`config.mk`:
```
export PLATFORM = sky130hd
export DESIGN_NAME = otp_byte_packer
export DESIGN_NICKNAME = d
export VERILOG_FILES = /design/src/rtl/otp_byte_packer.sv
export SDC_FILE = /design/constraint.sdc
export NUM_CORES = 1
export LEC_CHECK = 0
export ABC_AREA = 0
export BUFFER_PORTS_ARGS = -buffer_cell sky130_fd_sc_hd__clkbuf_2
export CAP_MARGIN = 20
export CORE_ASPECT_RATIO = 0.9
export CORE_MARGIN = 2
export CORE_UTILIZATION = 53
export CTS_CLUSTER_DIAMETER = 30
export DETAILED_ROUTE_END_ITERATION = 10
export PLACE_DENSITY_LB_ADDON = 0.05
export SKIP_CTS_REPAIR_TIMING = 1
export SYNTH_ARGS = -nofsm -noshare
export SYNTH_HDL_FRONTEND = slang
export SYNTH_SLANG_ARGS = --single-unit
export TNS_END_PERCENT = 20
```
`constraint.sdc`:
```
create_clock -name clk -period 1.9 [get_ports clk]
set_clock_uncertainty 0.05 [all_clocks]
set_input_delay 0.095 -clock clk [delete_from_list [all_inputs] [get_ports clk]]
set_output_delay 0.095 -clock clk [all_outputs]
set_load 0.02 [all_outputs]
```
`src/rtl/otp_byte_packer.sv`:
```
// Byte-to-word packer for the OTP receive path: MSB-first bytes in, one buffered word out.
// Optional framing check on byte_last is enabled by defining OTP_FRAME_CHECK_EN.
module otp_byte_packer #(
    parameter int NBYTES = 4,
    parameter int WIDTH  = 8*NBYTES
) (
    input  logic             clk,
    input  logic             reset,
    input  logic [7:0]       byte_in,
    input  logic             byte_valid,
    input  logic             byte_last,
    output logic             byte_ready,
    output logic [WIDTH-1:0] word_out,
    output logic             word_valid,
    input  logic             word_ready,
    output logic             frame_err,
    output logic             busy
);

    localparam int            CW       = (NBYTES > 1) ? $clog2(NBYTES) : 1;
    localparam int            AW       = WIDTH - 8;
    localparam logic [CW-1:0] LAST_IDX = CW'(NBYTES - 1);

    // Only NBYTES-1 bytes need holding; the completing byte goes straight into the word.
    logic [AW-1:0]    r_acc;
    logic [CW-1:0]    r_cnt;
    logic [WIDTH-1:0] r_word;
    logic             r_word_valid;
    logic             r_frame_err;
    logic             r_busy;

    logic             w_last_slot;
    logic             w_accept;
    logic             w_consume;
    logic             w_drop;
    logic             w_bad_end;
    logic [WIDTH-1:0] w_shift;
    logic [CW-1:0]    w_cnt_nxt;
    logic [AW-1:0]    w_acc_nxt;

    assign w_last_slot = (r_cnt == LAST_IDX);
    assign byte_ready  = !w_last_slot || !r_word_valid || word_ready;
    assign w_accept    = byte_valid && byte_ready;
    assign w_consume   = r_word_valid && word_ready;
    assign w_shift     = {r_acc, byte_in};

`ifdef OTP_FRAME_CHECK_EN
    assign w_drop    = w_accept && byte_last && !w_last_slot;
    assign w_bad_end = w_accept && !byte_last && w_last_slot;
`else
    logic w_unused_last;
    assign w_unused_last = byte_last;
    assign w_drop        = 1'b0;
    assign w_bad_end     = 1'b0;
`endif

    always_comb begin
        w_cnt_nxt = r_cnt;
        w_acc_nxt = r_acc;
        if (w_drop) begin
            w_cnt_nxt = '0;
            w_acc_nxt = '0;
        end else if (w_accept) begin
            w_acc_nxt = w_shift[AW-1:0];
            w_cnt_nxt = w_last_slot ? '0 : r_cnt + CW'(1);
        end
    end

    always_ff @(posedge clk) begin
        if (reset) begin
            r_acc        <= '0;
            r_cnt        <= '0;
            r_word       <= '0;
            r_word_valid <= 1'b0;
            r_frame_err  <= 1'b0;
            r_busy       <= 1'b0;
        end else begin
            r_acc       <= w_acc_nxt;
            r_cnt       <= w_cnt_nxt;
            r_busy      <= (w_cnt_nxt != '0);
            r_frame_err <= w_drop || w_bad_end;
            // A completing byte may load while the old word is consumed in the same cycle.
            if (w_accept && w_last_slot) begin
                r_word       <= w_shift;
                r_word_valid <= 1'b1;
            end else if (w_consume) begin
                r_word_valid <= 1'b0;
            end
        end
    end

    assign word_out   = r_word;
    assign word_valid = r_word_valid;
    assign frame_err  = r_frame_err;
    assign busy       = r_busy;

endmodule

```
==> impl_metrics.env, run 1 <==
export IMPL_drive_gt1_share_pct=22.2
export IMPL_antenna_found_initial=0
export IMPL_rr_startpoint="word_valid$_SDFFE_PP0P_"
export IMPL_rrSetupSlack_ns=0.28
export IMPL_worst_hold_path_endpoint="r_cnt[0]$_SDFF_PP0_"
export IMPL_ys_seq_area_share_pct=50.8
export IMPL_grt_start_max_net_pins=34
export IMPL_cts_clk_slew_worst_paths_ns=0.06
export IMPL_insertion_delay_ns=0.33
export IMPL_syn_avg_cell_area_um2=8.45
export IMPL_viasPerCell=5.50
export IMPL_core_area_um2=4370
export IMPL_via_count=2149
export IMPL_grt_pass1_vias=1766
export IMPL_rows=23
export IMPL_antenna_left=0
export IMPL_crit_path_end_kind="output pin"
export IMPL_path_cells="ha_2 -> and3b_2 -> clkinv_4 -> buf_4 -> clkbuf_2"
export IMPL_tightestPinTransition_ns=0.901
export IMPL_start_util_pct=54.1
export IMPL_drc_errors=0
export IMPL_grt_setup_unrepaired="false"
export IMPL_syn_nets=294
export IMPL_gp_congestion=0.771
export IMPL_grt_util_all_layers_pct=23.0
export IMPL_cts_buffer_depth=2
export IMPL_pin_count=49
export IMPL_hold_path_depth=3
export IMPL_syn_area_um2=2360
export IMPL_critPathLaunchType="flop"
export IMPL_yosysWarningCount=0
export IMPL_maxSlewHeadroom_pct=39.9
export IMPL_clockRootBuffer="clkbuf_8"
export IMPL_reg2reg_to="word_out[8]$_SDFFE_PP0P_"
export IMPL_die_area_um2=5010
export IMPL_status="complete, no violations"
export IMPL_worstSetupPathType="reg2out"
export IMPL_ctsHtreeMaxLevel=3
export IMPL_critical_path_top_delay_family="buffers and inverters"
export IMPL_cpPeakStageDelay_ns=0.38
export IMPL_cts_tree="done"
export IMPL_crit_arrival_ns=1.65
export IMPL_drt_iter0_markers=129
export IMPL_globalRouteOverflowTotal=0
export IMPL_routed_wl_mm=5.45
export IMPL_final_util_pct=65.2
export IMPL_layout_nets=339
export IMPL_finalSetupViolCount=0
export IMPL_min_period_ns=1.80
export IMPL_numPortBuffers=46
export IMPL_maxCapViolations=0
export IMPL_max_vdd_ir_drop_mv=0.574
export IMPL_synth_seq_cells=60
export IMPL_leakagePower_uw=0.00108
export IMPL_wl_per_cell_um=13.9
export IMPL_hold_class="in2reg"
export IMPL_worst_r2r_cell_count=3
export IMPL_cts_buffers=9
export IMPL_grt_pass1_wl_mm=8.67
export IMPL_dp_hpwl_mm=3.43
export IMPL_drv_slew=0
export IMPL_fp_dieH_um=67.4
export IMPL_hold_violations=0
export IMPL_fmaxAchievable_mhz=556
export IMPL_die_w_um=74.4
export IMPL_critPathSlowestCell="dfxtp_1"
export IMPL_first_pass_iters=4
export IMPL_cts_sinks=60
export IMPL_critPathBufInv=3
export IMPL_worstPathMaxFanout=16
export IMPL_hp_start="byte_valid"
export IMPL_n_antenna_cell=0
export IMPL_fin_crit_sh_pct=94.6
export IMPL_power_density_nw_per_um2=887
export IMPL_syn_inst=280
export IMPL_worstPathRequired_ns=1.75
export IMPL_area_growth_pct=20.6
export IMPL_fin_setup_tns_ns=0
export IMPL_synth_cell_types=24
flip-flops by register name (all words and copies together), names as in the netlist:
name,flops
busy,1
word_out,32
word_valid,1
r_cnt,2
r_acc,24
report_power, final:
| group | switching (uW) | internal, uW |
|---|---|---|
| Clock | 463 | 634 |
| Sequential | 18.4 | 1280 |
| Combinational | 78.9 | 53.5 |
| Total | 560 | 1970 |
worst min-delay path: stages:
cell,delay (ns)
clkbuf_2,0.18
nand2_1,0.09
a21oi_1,0.06
metal layers:
metal  GRT usage (%)  share of wire (%)
met5               0                  0
met4            6.70                1.2
met3            8.21                5.1
met2            32.2                 43
met1            33.2                 51
worst max-delay path by stage:
stage	cells past startpoint	start	to	slack (ns)
floorplan	6	r_cnt[0]$_SDFF_PP0_	r_acc[17]$_SDFFE_PP0N_	0.57
global placement	3	word_valid$_SDFFE_PP0P_	word_out[27]$_SDFFE_PP0P_	0.30
detailed placement	3	word_valid$_SDFFE_PP0P_	word_out[8]$_SDFFE_PP0P_	0.30
CTS	5	r_cnt[0]$_SDFF_PP0_	byte_ready	0.01
global route	5	r_cnt[0]$_SDFF_PP0_	byte_ready	0.01
finish	5	r_cnt[0]$_SDFF_PP0_	byte_ready	0.10
cell families after synthesis:
group           after synthesis  synth area share, %
other cells                   1                0.159
mux                           4                 1.69
fa+ha+maj                     1                0.529
buf+inv                      33                 7.72
compound gates              110                 23.4
simple gates                 71                 15.7
flops                        60                 50.8
stage by stage:
| step | area [um^2] | hold WS, ns | setup slack [ns] | cells | power, uW |
|---|---|---|---|---|---|
| after detailed placement | 2580 | 0.305 | 0.298 | 368 | 1450 |
| after global routing | 2850 | 0.133 | 0.0103 | 391 | 2610 |
| after CTS | 2760 | -0.0498 | 0.0130 | 383 | 2530 |
| final | 2850 | 0.0957 | 0.103 | 391 | 2530 |
| after global placement | 2580 | 0.302 | 0.303 | 368 | 1450 |
| after floorplan | 2360 | 0.193 | 0.567 | 280 | 1410 |
synthesized netlist by cell type, drive strengths merged:
library cell / instances / area, um^2
mux2i: 4 / 40.0
nor2: 2 / 7.51
clkbuf: 11 / 48.8
and2b: 1 / 7.51
nand2b: 9 / 56.3
a21oi: 55 / 275
inv: 2 / 7.50
conb: 1 / 3.75
a211oi: 1 / 7.51
nand2: 3 / 13.8
and3b: 1 / 8.76
ha: 1 / 12.5
nor4: 1 / 6.26
o21ai: 54 / 270
dfxtp: 60 / 1200
buf: 20 / 126
and2: 1 / 6.26
nand3: 53 / 265
layout make-up:
cell class	instances	area (um^2)
fillers	418	1520
flip-flops and latches	60	1200
multi-input cells	187	985
repair buffers	65	393
clock buffers	13	149
well taps	62	77.6
clock inverters	2	35.0
inverters	2	12.5
cells in the final DEF (no fill, tap or decap):
master	n
nand2_2	1
clkinv_4	1
buf_4	11
a211oi_1	1
dlygate4sd3_1	8
and2b_1	1
and3b_2	1
clkbuf_8	10
nor4_1	1
and2_1	1
bufinv_16	1
clkinv_2	1
nand3_1	53
inv_1	1
dfxtp_1	60
o21ai_0	54
ha_2	1
conb_1	1
nand2b_1	9
clkbuf_1	3
nand2_1	2
mux2i_1	4
nor2_1	2
clkbuf_2	46
a21oi_1	55
No activity file was read; power rests on OpenSTA's default activity.
==> run 2: changes to the inputs <==
SETUP_SLACK_MARGIN = 0.3   (was unset)
==> run 2 against run 1 <==
Compared with the run above:
- utilization is 0.057 points higher
- global-route usage stayed put
- non-clock buffer count stayed put
- maximum frequency is 2.8% higher
- sequential share of layout area hardly changed
- final cell count stayed put
- wire length is 1.0% higher
- sequential cell count stayed put
- power is 0.10% lower
- critical path type unchanged
- critical endpoint unchanged
==> impl_metrics.env, run 2 (synthesis gave the netlist of run 1 again) <==
export IMPL_routed_wl_mm=5.50
export IMPL_maxCapViolations=0
export IMPL_area_growth_pct=20.7
export IMPL_insertion_delay_ns=0.33
export IMPL_grt_start_max_net_pins=34
export IMPL_grt_pass1_vias=1766
export IMPL_cp_endpoint="byte_ready"
export IMPL_gp_congestion=0.771
export IMPL_max_vdd_ir_drop_mv=0.575
export IMPL_start_util_pct=54.1
export IMPL_ctsHtreeMaxLevel=3
export IMPL_die_area_um2=5010
export IMPL_clockRootBuffer="clkbuf_8"
export IMPL_drt_iter0_markers=145
export IMPL_cts_sinks=60
export IMPL_drv_slew=0
export IMPL_cts_tree="done"
export IMPL_fp_dieH_um=67.4
export IMPL_largest_register_ffs=32
export IMPL_fillCellCount=421
export IMPL_finalNonFillerCells=391
export IMPL_rrSetupSlack_ns=0.43
export IMPL_dpl_cell_count=368
export IMPL_worstPathMaxFanout=16
export IMPL_worstPathRequired_ns=1.75
export IMPL_numPortBuffers=46
export IMPL_fmaxAchievable_mhz=572
export IMPL_rows=23
export IMPL_leakagePower_uw=0.00108
export IMPL_hold_class="in2reg"
export IMPL_drive_gt1_share_pct=22.8
export IMPL_via_count=2163
export IMPL_hold_violations=0
export IMPL_min_period_ns=1.75
export IMPL_fin_crit_sh_pct=92.0
export IMPL_grt_util_all_layers_pct=23.0
export IMPL_core_area_um2=4370
export IMPL_crit_arrival_ns=1.60
export IMPL_status="complete, no violations"
export IMPL_first_pass_iters=4
export IMPL_globalRouteOverflowTotal=0
export IMPL_cts_buffers=9
export IMPL_antenna_found_initial=0
export IMPL_cts_clk_slew_worst_paths_ns=0.06
export IMPL_mostFrequentLayoutCell="dfxtp_1"
export IMPL_die_w_um=74.4
export IMPL_rr_startpoint="r_cnt[1]$_SDFF_PP0_"
export IMPL_worstSetupPathType="reg2out"
export IMPL_dp_hpwl_mm=3.43
export IMPL_power_density_nw_per_um2=885
export IMPL_wl_per_cell_um=14.1
export IMPL_layout_nets=339
export IMPL_worst_r2r_cell_count=6
export IMPL_finalSetupViolCount=0
export IMPL_pin_count=49
export IMPL_reg2reg_to="r_acc[1]$_SDFFE_PP0N_"
export IMPL_worstSetupStartpoint="r_cnt[1]$_SDFF_PP0_"
export IMPL_grt_setup_unrepaired="true"
export IMPL_grt_pass1_wl_mm=8.67
export IMPL_maxSlewHeadroom_pct=59.8
export IMPL_crit_path_end_kind="output pin"
export IMPL_tightestPinTransition_ns=0.603
export IMPL_antenna_left=0
export IMPL_viasPerCell=5.53
export IMPL_mostFrequentLayoutCells="dfxtp_1, a21oi_1, o21ai_0"
export IMPL_fin_setup_tns_ns=0
export IMPL_critPathLaunchType="flop"
export IMPL_drc_errors=0
export IMPL_n_antenna_cell=0
export IMPL_cts_buffer_depth=2
run 2: how the worst min path moves through the flow:
stage	cells past startpoint	from	slack [ns]	endpoint
floorplan	2	byte_in[0]	0.19	r_acc[0]$_SDFFE_PP0N_
global placement	3	byte_in[0]	0.30	r_acc[0]$_SDFFE_PP0N_
detailed placement	3	byte_in[0]	0.31	word_out[0]$_SDFFE_PP0P_
CTS	3	byte_in[0]	-0.05	r_acc[0]$_SDFFE_PP0N_
global route	3	byte_valid	0.13	r_cnt[1]$_SDFF_PP0_
finish	3	byte_valid	0.09	r_cnt[0]$_SDFF_PP0_
run 2: layout make-up:
class,count,area (um^2),area share [%]
sequential,60,1200,42.1
timing repair buffer,65,393,13.8
multi-input combinational,187,986,34.5
clock inverter,2,35.0,1.23
tap,62,77.6,2.72
inverter,2,12.5,0.438
clock buffer,13,149,5.21
run 2: per-layer routing:
layer / part of all wire (%) / GRT usage, % / wire, um / vias to the layer above
li1: - / - / - / 1081
met4: 0.44 / 6.70 / 24 / 0
met1: 50 / 33.2 / 2760 / 1023
met2: 45 / 32.2 / 2460 / 57
met5: 0 / 0 / 0 / -
met3: 4.7 / 8.21 / 259 / 2
run 2: report_power, final:
part | total [uW] | switching [uW] | internal (uW) | leakage, uW
registers | 1300 | 18.6 | 1280 | 0.000486
logic | 132 | 78.6 | 53.5 | 0.000501
clock network | 1090 | 460 | 634 | 0.0000935
run 2: through the flow:
step	setup WS [ns]	cell area [um^2]	utilization (%)	power [uW]	hold slack (ns)
3_5_place_dp	0.298	2580	59.0	1450	0.305
4_1_cts	0.0130	2760	63.2	2530	-0.0498
6_report	0.151	2860	65.3	2530	0.0935
3_3_place_gp	0.303	2580	59.0	1450	0.302
2_1_floorplan	0.567	2360	-	1410	0.193
5_1_grt	0.0593	2860	65.3	2610	0.133
run 2: critical path, stage by stage (launching register included):
cell and delay [ns]:
dfxtp_1 0.35, ha_2 0.20, and3b_2 0.24, clkinv_4 0.13
buf_4 0.19, clkbuf_2 0.15
